<file path="config.mk">
export PLATFORM = sky130hd
export DESIGN_NAME = registers_flat
export DESIGN_NICKNAME = d
export VERILOG_FILES = /design/src/rtl/cpu_pkg.sv /design/src/rtl/registers_if.sv /design/src/rtl/registers.sv /design/src/flat_wrapper.sv
export SDC_FILE = /design/constraint.sdc
export NUM_CORES = 1
export LEC_CHECK = 0
export BUFFER_PORTS_ARGS = -buffer_cell sky130_fd_sc_hd__buf_2
export CORE_MARGIN = 1.5
export CORE_UTILIZATION = 34
export DETAILED_ROUTE_END_ITERATION = 10
export HOLD_SLACK_MARGIN = 0.06
export MAX_ROUTING_LAYER = met4
export SLEW_MARGIN = 20
export SYNTH_ARGS = -nofsm -noshare
export SYNTH_HDL_FRONTEND = slang
export SYNTH_SLANG_ARGS = --single-unit
</file>
<file path="constraint.sdc">
create_clock -name clk -period 3.4 [get_ports clk]
set_input_delay 0.68 -clock clk [delete_from_list [all_inputs] [get_ports clk]]
set_output_delay 0.68 -clock clk [all_outputs]
set_load 0.005 [all_outputs]
</file>
<file path="src/rtl/cpu_pkg.sv">
// Shared datapath constants and types for decode, the register file and the ALU.
package cpu_pkg;

  localparam int DATA_W   = 16;
  localparam int ADDR_W   = 4;
  localparam int NUM_REGS = 2 ** ADDR_W;

  typedef logic [ADDR_W-1:0] reg_idx_t;
  typedef logic [DATA_W-1:0] word_t;

endpackage : cpu_pkg

</file>
<file path="src/rtl/registers_if.sv">
// Register-file access bus: two read ports and one write port between decode/writeback and storage.
interface registers_if;
  import cpu_pkg::*;

  reg_idx_t read_reg1;
  reg_idx_t read_reg2;
  reg_idx_t write_reg;
  word_t    write_data;
  logic     reg_write;
  word_t    read_data1;
  word_t    read_data2;

  modport master (
    output read_reg1,
    output read_reg2,
    output write_reg,
    output write_data,
    output reg_write,
    input  read_data1,
    input  read_data2
  );

  modport slave (
    input  read_reg1,
    input  read_reg2,
    input  write_reg,
    input  write_data,
    input  reg_write,
    output read_data1,
    output read_data2
  );

endinterface : registers_if

</file>
<file path="src/rtl/registers.sv">
// 16 x 16-bit general-purpose register file: one synchronous write port, two combinational
// read ports, asynchronous clear. Register 0 is an ordinary writable register.
module registers
  import cpu_pkg::*;
(
  input  logic        clk,
  input  logic        rst_n,
  registers_if.slave  bus
);

  word_t regs_q [NUM_REGS];
  word_t regs_d [NUM_REGS];

  // Next-state: only the addressed register takes write_data, and only when enabled.
  always_comb begin
    for (int i = 0; i < NUM_REGS; i++) begin
      if (bus.reg_write && (bus.write_reg == reg_idx_t'(i))) begin
        regs_d[i] = bus.write_data;
      end else begin
        regs_d[i] = regs_q[i];
      end
    end
  end

  // Register storage with asynchronous clear to zero.
  always_ff @(posedge clk or negedge rst_n) begin
    if (!rst_n) begin
      for (int i = 0; i < NUM_REGS; i++) begin
        regs_q[i] <= {DATA_W{1'b0}};
      end
    end else begin
      for (int i = 0; i < NUM_REGS; i++) begin
        regs_q[i] <= regs_d[i];
      end
    end
  end

  // No write-through bypass: a same-cycle write shows up only after the edge.
  assign bus.read_data1 = regs_q[bus.read_reg1];
  assign bus.read_data2 = regs_q[bus.read_reg2];

endmodule : registers

</file>
<file path="src/flat_wrapper.sv">
// flat-port wrapper written by rule: the top's interface ports become plain ports
module registers_flat import cpu_pkg::*;
  (clk, rst_n, bus_read_reg1, bus_read_reg2, bus_write_reg, bus_write_data, bus_reg_write, bus_read_data1, bus_read_data2);
  registers_if bus_i ();
  input  logic clk;
  input  logic rst_n;
  input wire logic [$bits(bus_i.read_reg1)-1:0] bus_read_reg1;
  input wire logic [$bits(bus_i.read_reg2)-1:0] bus_read_reg2;
  input wire logic [$bits(bus_i.write_reg)-1:0] bus_write_reg;
  input wire logic [$bits(bus_i.write_data)-1:0] bus_write_data;
  input wire logic [$bits(bus_i.reg_write)-1:0] bus_reg_write;
  output wire logic [$bits(bus_i.read_data1)-1:0] bus_read_data1;
  output wire logic [$bits(bus_i.read_data2)-1:0] bus_read_data2;
  assign bus_i.read_reg1 = bus_read_reg1;
  assign bus_i.read_reg2 = bus_read_reg2;
  assign bus_i.write_reg = bus_write_reg;
  assign bus_i.write_data = bus_write_data;
  assign bus_i.reg_write = bus_reg_write;
  assign bus_read_data1 = bus_i.read_data1;
  assign bus_read_data2 = bus_i.read_data2;
  registers u_core (.clk(clk), .rst_n(rst_n), .bus(bus_i));
endmodule
</file>
==> results.yml <==
yosys:
  async_flop_share_pct: 100
  synth-main-ff-cell: "dfrtp_1"
  synth_area_um2: 13500
  synth_edf_count: 0
  yosysTopAreaCell: "dfrtp_1"
  synth_commonest_cells: "256 x dfrtp_1, 233 x mux2_2, 128 x mux4_2, 64 x a22oi_1, 40 x clkbuf_1"
  synth.area.top_cells: "dfrtp_1 48%, mux4_2 21%, mux2_2 19%"
  synth_top_cell_area_share_pct: 47.6
  ys_types: 22
  ys_seq_elements: 256
  ys_warn_count: 0
  syn_inst: 848
  synthesis.nets: 879
  synth.most_common_cell: "dfrtp_1"
  syn_avg_cell_area_um2: 15.9
  ys_seq_area_share_pct: 47.6
global_route:
  grt_pass1_wl_mm: 56.4
  grt_antenna_before_repair: 3
  first_global_vias: 8520
  grt_usage_pct: 18.9
  gr-total-overflow: 0
  grt_max_degree: 83
cells_and_area:
  largest_register: "u_core.regs_q"
  area_delta_synth_final_pct: 15.2
  final_nets: 931
  fin_cells: 1439
  final_layout_size_suffix_gt1_share_pct: 59.3
  fillCellCount: 3493
  multi_input_area_um2: 6680
  reg_top3: "u_core.regs_q (256)"
  largest_reg_flops: 256
  register_area_um2: 6410
floorplan:
  dieWidth_um: 202
  die_h_um: 202
  initial_utilization_pct: 34.7
  core_um2: 38800
  dieArea_um2: 40800
  num_rows: 72
  io_pins: 63
job:
  maxCapViolations: 0
timing:
  slew_violations: 0
  finalHoldViolations: 0
  min_period_ns: 2.99
  setup-violations-final: 0
  timing.final.crit_share_pct: 87.9
  worst_slew_pin_slew_ns: 0.685
  slew_headroom_pct: 54.4
  rsz0062_at_grt: "no"
  fmax_ghz: 0.335
  timing.setup.tns_ns: 0
  skew_ns: 0
place:
  dp_cells: 1389
  hpwlAfterDp_mm: 22.5
  gp_congestion: 0.770
  port_buffers: 62
route:
  first_pass_iters: 5
  num_vias: 8090
  detail_route.vias_per_cell: 5.62
  postRouteAntennaNets: 0
  drc: 0
  wl_per_cell_um: 25.5
  wirelength_mm: 36.7
  drtIter0Drc: 574
power:
  irDropWorstVdd_uv: 419
  p_leak_uw: 0.00650
  power_density_nw_per_um2: 613
critical_path:
  r2r_cells: 1
  required_ns: 2.72
  cp_max_fo: 22
  crit_path_end_kind: "output pin"
  start_kind: "input pin"
  path_class: "in2out"
  worstPathArrival_ns: 2.31
clock_network:
  numCtsBuffers: 27
  post_cts_buffers: 0
  h-tree-depth: 1
  cts.sinks: 256
  holdBufCountCts: 0
  clk_pin_slew_ns: 0.06
  cts_buffer_depth: 3
  ctsRootBufferMaster: "clkbuf_16"
  cts_resized: 0
  cts_tree: "built"
  clock_latency_ns: 0.54
worst_hold_path:
  min_path_type: "in2async"
run_status:
  status: "completed"
[worst paths after layout]
check                                   start                  to  slack, ns
min in group clk           u_core.regs_q[213]  u_core.regs_q[213]       0.52
min reg2reg                u_core.regs_q[213]  u_core.regs_q[213]       0.52
max reg2reg                u_core.regs_q[217]  u_core.regs_q[217]       2.58
max                          bus_read_reg2[0]  bus_read_data2[12]       0.41
max in group asynchronous               rst_n   u_core.regs_q[46]       2.48
min                                     rst_n   u_core.regs_q[51]       0.14
[per-stage QoR]
stage	total power, µW	worst slack [ns]	cell area (µm²)	utilization (%)	hold slack (ns)
floorplan	5760	0.747	13500	-	0.384
global placement	6390	0.380	14600	37.5	0.496
detailed placement	6460	0.384	14600	37.5	0.501
CTS	9580	0.380	15500	39.9	0.166
global route	9950	0.340	15500	39.9	0.181
finish	9500	0.412	15500	39.9	0.137
[cell type report]
| cell class | instances | area share (%) |
|---|---|---|
| flip-flops and latches | 256 | 41.3 |
| diodes | 3 | 0.0484 |
| repair buffers | 103 | 5.41 |
| clock buffers | 39 | 4.97 |
| clock inverters | 8 | 0.953 |
| multi-input cells | 512 | 43.1 |
| well taps | 518 | 4.18 |
[placed cells by master, fill, tap and decap left out, types with 16 or more instances in the layout]
cell type and n:
buf_2 57, dfrtp_1 256, clkbuf_16 27, nand2_1 33, mux2_4 20, buf_12 16
a22oi_1 64, buf_4 29, mux2_2 233, mux4_2 128
[worst max-delay path: stages]
cell and delay (ns):
buf_4 0.25, buf_12 0.27, mux4_2 0.52, a22oi_1 0.31, nand2_1 0.11, buf_2 0.14
[routing by layer]
layer | wire length [µm] | global-route usage (%) | share of wire (%)
met3 | 1700 | 2.98 | 4.6
met4 | 735 | 4.66 | 2.0
met1 | 15300 | 24.0 | 42
met5 | 0 | - | 0
met2 | 18900 | 31.5 | 52
[report_power, final]
group | switching (µW) | internal, µW
registers | 514 | 3760
clock network | 1220 | 1870
logic | 757 | 1370
[kinds of logic after synthesis]
family / Yosys count / synth area share, %
compound gates: 64 / 3.57
buf+inv: 80 / 2.89
flops: 256 / 47.6
mux: 384 / 43.4
simple gates: 64 / 2.55
No activity file was read; power rests on OpenSTA's default activity.
